[src/rtl/vram_arbiter.sv]
// Single-port VRAM arbiter: renderer fetches win outside vblank, queued CPU accesses fill idle slots.
// Optional starvation guard: define VRAM_ARB_STARVE_GUARD_EN to force a CPU slot after MAX_WAIT denials.
module vram_arbiter #(
  parameter int FIFO_DEPTH = 4,
  parameter int ADDR_W     = 16,
  parameter int MAX_WAIT   = 16
) (
  input  logic              clk,
  input  logic              reset,
  input  logic              vblank,
  input  logic              render_req,
  input  logic [ADDR_W-1:0] render_addr,
  output logic              render_data_valid,
  input  logic              cpu_req_valid,
  output logic              cpu_req_ready,
  input  logic              cpu_req_we,
  input  logic [ADDR_W-1:0] cpu_req_addr,
  input  logic [7:0]        cpu_req_wdata,
  output logic              cpu_rd_valid,
  output logic [7:0]        cpu_rd_data,
  output logic [ADDR_W-1:0] vram_addr,
  output logic              vram_we,
  output logic [7:0]        vram_wdata,
  input  logic [7:0]        vram_rdata,
  output logic              busy
);

  localparam int PTR_W = $clog2(FIFO_DEPTH);
  localparam int CNT_W = PTR_W + 1;
  localparam logic [ADDR_W-1:0] ADDR_MASK = ADDR_W'(16'h3FFF);

  if (FIFO_DEPTH < 2 || FIFO_DEPTH > 16 || (FIFO_DEPTH & (FIFO_DEPTH - 1)) != 0 || MAX_WAIT < 1)
  begin : g_param_check
    $error("vram_arbiter: unsupported FIFO_DEPTH or MAX_WAIT");
  end

  typedef enum logic {IDLE = 1'b0, RD_WAIT = 1'b1} state_t;

  state_t            state_q, state_d;
  logic              fifo_we_q    [FIFO_DEPTH];
  logic [ADDR_W-1:0] fifo_addr_q  [FIFO_DEPTH];
  logic [7:0]        fifo_wdata_q [FIFO_DEPTH];
  logic [PTR_W-1:0]  wr_ptr_q, rd_ptr_q;
  logic [CNT_W-1:0]  count_q, count_d;
  logic [ADDR_W-1:0] addr_q, addr_d;
  logic              we_d;
  logic [7:0]        wdata_d;
  logic              render_vld_q, rd_vld_q;
  logic [7:0]        rd_data_q;
  logic              push, pop, render_want, render_gnt, cpu_can, starve;

  // Ready comes from the registered count, so a pop never frees a slot for the same cycle's push.
  assign cpu_req_ready = (count_q < CNT_W'(FIFO_DEPTH));
  assign push          = cpu_req_valid && cpu_req_ready;
  assign render_want   = !vblank && render_req;
  assign cpu_can       = (count_q != '0) && (state_q == IDLE);
  assign count_d       = count_q + CNT_W'(push) - CNT_W'(pop);

`ifdef VRAM_ARB_STARVE_GUARD_EN
  localparam int WAIT_W = $clog2(MAX_WAIT + 1);
  logic [WAIT_W-1:0] wait_q, wait_d;

  assign starve = (wait_q == WAIT_W'(MAX_WAIT));

  always_comb begin
    wait_d = wait_q;
    if (pop)
      wait_d = '0;
    else if (cpu_can && render_want)
      wait_d = wait_q + WAIT_W'(1);
  end

  always_ff @(posedge clk) begin
    if (reset) wait_q <= '0;
    else       wait_q <= wait_d;
  end
`else
  assign starve = 1'b0;
`endif

  always_comb begin
    state_d    = state_q;
    addr_d     = addr_q;
    we_d       = 1'b0;
    wdata_d    = 8'h00;
    pop        = 1'b0;
    render_gnt = 1'b0;
    // RD_WAIT lasts exactly one cycle; a render grant may share it.
    if (state_q == RD_WAIT)
      state_d = IDLE;
    if (render_want && !(starve && cpu_can)) begin
      render_gnt = 1'b1;
      addr_d     = render_addr & ADDR_MASK;
    end else if (cpu_can) begin
      pop    = 1'b1;
      addr_d = fifo_addr_q[rd_ptr_q];
      if (fifo_we_q[rd_ptr_q]) begin
        we_d    = 1'b1;
        wdata_d = fifo_wdata_q[rd_ptr_q];
      end else begin
        state_d = RD_WAIT;
      end
    end
  end

  always_ff @(posedge clk) begin
    if (push) begin
      fifo_we_q[wr_ptr_q]    <= cpu_req_we;
      fifo_addr_q[wr_ptr_q]  <= cpu_req_addr & ADDR_MASK;
      fifo_wdata_q[wr_ptr_q] <= cpu_req_wdata;
    end
  end

  always_ff @(posedge clk) begin
    if (reset) begin
      state_q      <= IDLE;
      wr_ptr_q     <= '0;
      rd_ptr_q     <= '0;
      count_q      <= '0;
      addr_q       <= '0;
      render_vld_q <= 1'b0;
      rd_vld_q     <= 1'b0;
      rd_data_q    <= 8'h00;
    end else begin
      state_q      <= state_d;
      wr_ptr_q     <= wr_ptr_q + PTR_W'(push);
      rd_ptr_q     <= rd_ptr_q + PTR_W'(pop);
      count_q      <= count_d;
      addr_q       <= addr_d;
      render_vld_q <= render_gnt;
      rd_vld_q     <= (state_q == RD_WAIT);
      if (state_q == RD_WAIT)
        rd_data_q <= vram_rdata;
    end
  end

  assign render_data_valid = render_vld_q;
  assign cpu_rd_valid      = rd_vld_q;
  assign cpu_rd_data       = rd_data_q;
  assign vram_addr         = addr_d;
  assign vram_we           = we_d;
  assign vram_wdata        = wdata_d;
  assign busy              = (count_q != '0) || (state_q == RD_WAIT);

endmodule

[config.mk]
export PLATFORM = sky130hd
export DESIGN_NAME = vram_arbiter
export DESIGN_NICKNAME = d
export VERILOG_FILES = /design/src/rtl/vram_arbiter.sv
export SDC_FILE = /design/constraint.sdc
export NUM_CORES = 1
export LEC_CHECK = 0
export ABC_AREA = 1
export BUFFER_PORTS_ARGS = -buffer_cell sky130_fd_sc_hd__buf_2
export CAP_MARGIN = 0
export CORE_MARGIN = 1
export CORE_UTILIZATION = 59
export CTS_CLUSTER_SIZE = 30
export DETAILED_ROUTE_END_ITERATION = 16
export PLACE_DENSITY = 0.8
export SETUP_SLACK_MARGIN = 0.4
export SLEW_MARGIN = 10
export SYNTH_ARGS = -nofsm -noshare
export SYNTH_HDL_FRONTEND = slang
export SYNTH_SLANG_ARGS = --single-unit
[constraint.sdc]
create_clock -name clk -period 9.2 [get_ports clk]
set_clock_uncertainty 0.2 [all_clocks]
set_input_delay 1.84 -clock clk [delete_from_list [all_inputs] [get_ports clk]]
set_output_delay 1.84 -clock clk [all_outputs]
set_load 0.01 [all_outputs]
Word-level counts from Yosys, hierarchy flattened:

Memory sizes are Yosys's and may differ from the RTL's. A register that Yosys moved wholly into a read port is not among the register bits.
Cells that the tools add are included.

* $add $sub $neg: 4
* $lt $le $gt $ge: 1
* multiplexer cells: 17
* bitwise operators: 2
* reductions and logical operators: 7

Operator list (count)
* $mux 16: 2
* $mux 8: 3
* $mux 1: 9
* $mux 2: 3
* $add 2x1->2: 2
* $add 3x1->3: 1
* $logic_and 1x1->1: 3
* $lt 3x3->1 const B: 1
* $reduce_bool 3->1: 1
* $reduce_or 3->1: 1
* $sub 3x1->3: 1
* $not 1->1: 2
* $logic_not 1->1: 1
* $logic_or 1x1->1: 1

* register bits: 34
* RAM bits: 92
* output and inout port bits: 37
* memories: 3

Memories
* fifo_addr_q: depth 4, bits a word 14, rd ports 1, clocked after Yosys merged registers in 1, write ports 1, line 41 `logic [ADDR_W-1:0] fifo_addr_q [FIFO_DEPTH];`
* fifo_wdata_q: depth 4, bits a word 8, rd ports 1, clocked after Yosys merged registers in 1, write ports 1, line 42 `logic [7:0] fifo_wdata_q [FIFO_DEPTH];`
* fifo_we_q: depth 4, bits a word 1, rd ports 1, clocked after Yosys merged registers in 1, write ports 1, line 40 `logic fifo_we_q [FIFO_DEPTH];`

Depth between registers and ports, before layout:

* word-level depth: 6
* gate-level depth with buffers: 11
* depth with buffers taken out: 11

Worst setup path before layout:

Ideal clock, no wire load.

* path type: input-to-output
* start: input render_req
* end: output vram_addr[10]
* data arrival time: 2526 ps
* data required time: 7160 ps
* path slack: 4634 ps
* cell stages on the path: 6
* path buffers: 1
* cell sequence: inv_1 -> nor2_2 -> clkbuf_1 -> a21oi_1 -> nand2_1 -> nand2_1

* longest elaborated chain between the ends: 2

Ends and longest elaborated chain
* start: declaration: line 11 `input logic render_req,`
* $logic_and 1x1->1: line 55 `assign render_want = !vblank && render_req;`
* $mux 16: line 91 `if (render_want && !(starve && cpu_can)) begin`
* end: declaration: line 21 `output logic [ADDR_W-1:0] vram_addr,`

No other way between the ends.

Final worst setup path:

* start: input render_req
* end: output vram_wdata[1]

* longest elaborated chain between the ends: 2

Ends and longest elaborated chain
* $logic_and 1x1->1: line 55
* $mux 8: line 91
* end: declaration: line 23 `output logic [7:0] vram_wdata,`

No other way between the ends.

==> reports/qor.yml <==
reg2reg_depth: 10
regArea_mm2: 0.00344
clock_path_buffers: 2
cts_htree_levels: 4
syn_area_mm2: 0.00507
synth-async-reset-ratio_pct: 0
synth_seq_cells: 126
whs_ns: 0.241
start_util_pct: 61.4
worst_slew_pin_slew_ns: 0.990
relSlewSlack_pct: 34.0
cts_resized: 0
hold_depth: 2
syn_avg_cell_area_um2: 10.3
cp-start-kind: "input pin"
fill_cells: 549
critPathKind: "in2out"
die_w_um: 94.7
critPathCaptureType: "primary output"
overflow: 0
multiInputGateArea_mm2: 0.00138
crit_chain: "buf_2 > inv_1 > nor2_2 > buf_4 > inv_1 > nand3_4 > a21oi_1 > buf_2"
clkTransAtPathRegs_ns: 0.05
crit_arrival_ns: 3.04
worst-path-buf-inv: 5
syn-instance-count: 492
hp-class: "reg2reg"
period_needed_ns: 5.08
antenna_found_initial: 1
firstDrtPassIters: 5
power_mw: 1.92
path_depth: 8
clk_latency_ns: 0.52
dp_hpwl_mm: 6.16
cap_violations: 0
met1_length_mm: 4.47
synthTopCellsByArea: "edfxtp_1 (54%), dfxtp_1 (13%), nand2_1 (10%), nor2_1 (4.1%), a21oi_1 (3.8%)"
layout-drive-gt1-share_pct: 21.8
ant_nets: 0
drc: 0
port_buffers: 86
gp_congestion: 0.695
synth_commonest_cells: "nand2_1 (135), edfxtp_1 (92), nor2_1 (56), a21oi_1 (39), dfxtp_1 (34)"
synth-edff-count: 92
grt_use_total_pct: 25.1
wl_met2_mm: 5.08
syn_to_final_growth_pct: 20.9
max_freq_ghz: 0.197
grt_pass1_vias: 3344
insertedDiodeCount: 0
grt_start_max_net_pins: 50
wl_met3_um: 937
hold_viol: 0
row_count: 33
ys_types: 27
vias: 3677
die_y_um: 94.7
status: "finished clean"
cts.sink_count: 126
cp_slowest_cell: "a21oi_1"
drt_wl_total_mm: 10.6
final_nets: 635
drt_iter0_markers: 215
synth_flop_cell: "edfxtp_1"
required_ns: 7.16
pin_count: 91
synth-seq-area-share_pct: 67.9
cts_hold_buf: 0
core-area_mm2: 0.00826
yosys.area.top_type: "edfxtp_1"
crit_fanout: 33
static-leakage-power_nw: 2.59
post_cts_buffers: 0
cellPowerDensity_mw_per_mm2: 313
ir_worst_vdd_uv: 155
cts_tree: "done"
rsz0062_at_grt: "false"
fin_setup_tns_ns: 0
cts_root_buffer: "clkbuf_8"
fin_crit_sh_pct: 55.2
wl_per_cell_um: 15.3
dieArea_mm2: 0.00897
crit_family: "buffers and inverters"
yosysMostFrequentCell: "nand2_1"
cts-buffers-inserted: 17
slew_violations: 0
setup_viol: 0
via_per_inst: 5.28
grt_pass1_wl_mm: 16.2
syn_nets: 549
synth_top_area_share_pct: 54.5
slowest_delay_ns: 0.24
yosysWarningCount: 0
dr.max_layer_used: "met5"
==> power by group <==
part           leakage, nW  switching (mW)  internal (mW)
clock network        0.284           0.228          0.403
logic                 1.19           0.381          0.184
registers             1.12          0.0285          0.696
total                 2.59           0.638           1.28
==> through the flow <==
step           util (%)  cell area (um^2)  worst slack [ns]  instances
3_5_place_dp       67.4              5570              4.16        664
6_report           74.3              6130              4.12        696
5_1_grt            74.3              6130              4.03        696
2_1_floorplan         -              5070              4.63        492
3_3_place_gp       67.4              5570              4.17        664
4_1_cts            74.3              6130              4.13        696
==> worst paths after layout <==
check	startpoint	endpoint	slack, ns
max	render_req	vram_wdata[1]	4.12
max reg2reg	count_q[1]	count_q[2]	6.12
min	addr_q[14]	addr_q[14]	0.24
min reg2reg	addr_q[14]	addr_q[14]	0.24
==> layout by cell type, fill, tap and decap left out <==
cell / instances
nand2_1: 135
edfxtp_1: 92
buf_2: 86
nor2_1: 56
a21oi_1: 39
dfxtp_1: 34
inv_1: 32
nand3_1: 30
o21ai_0: 19
clkbuf_16: 18
o21ai_1: 7
buf_4: 7
clkbuf_1: 5
nor3_2: 4
clkinv_2: 4
nor3_1: 3
clkbuf_8: 3
xor2_1: 2
nor4_1: 2
ha_1: 2
nor2_2: 1
a21oi_2: 1
nand2_2: 1
inv_2: 1
o211ai_1: 1
nand3_4: 1
nand4_1: 1
xnor2_1: 1
fa_1: 1
inv_4: 1
bufinv_16: 1
==> kinds of logic after synthesis <==
family,count (synthesis),synth area share (%)
buf+inv,59,5.21
xor+xnor,3,0.518
simple gates,234,18.8
fa+ha+maj,3,0.888
compound gates,67,6.74
flops,126,67.9
==> final cells by class <==
type                            count  share of cell area, %
Inverter                           33                   2.02
Multi-Input combinational cell    307                   22.6
Clock buffer                       26                   8.32
Sequential cell                   126                   56.2
Timing Repair Buffer               93                   7.88
Tap cell                          105                   2.14
Clock inverter                      6                  0.918
==> flip-flops by register name (all words and copies together) (netlist names) <==
| name | count |
|---|---|
| render_data_valid | 1 |
| cpu_rd_data | 8 |
| fifo_wdata_q | 32 |
| state_q | 1 |
| cpu_rd_valid | 1 |
| fifo_addr_q | 56 |
| rd_ptr_q | 2 |
| addr_q | 16 |
| fifo_we_q | 4 |
| count_q | 3 |
| wr_ptr_q | 2 |
==> worst reg2reg max path: stages, from the launching register on <==
cell,delay [ns]
dfxtp_1,0.40
nor2_1,0.10
a21oi_2,0.79
nand2_1,0.28
xor2_1,0.23
ha_1,0.17
inv_1,0.06
fa_1,0.38
xor2_1,0.16
o21ai_0,0.14
a21oi_1,0.05
==> layer usage <==
layer	global-route usage [%]	vias to the layer above
met5	0	-
met4	9.34	2
met3	9.18	17
met2	39.7	162
met1	31.6	1679
li1	-	1817
(Power assumes the default switching activity.)
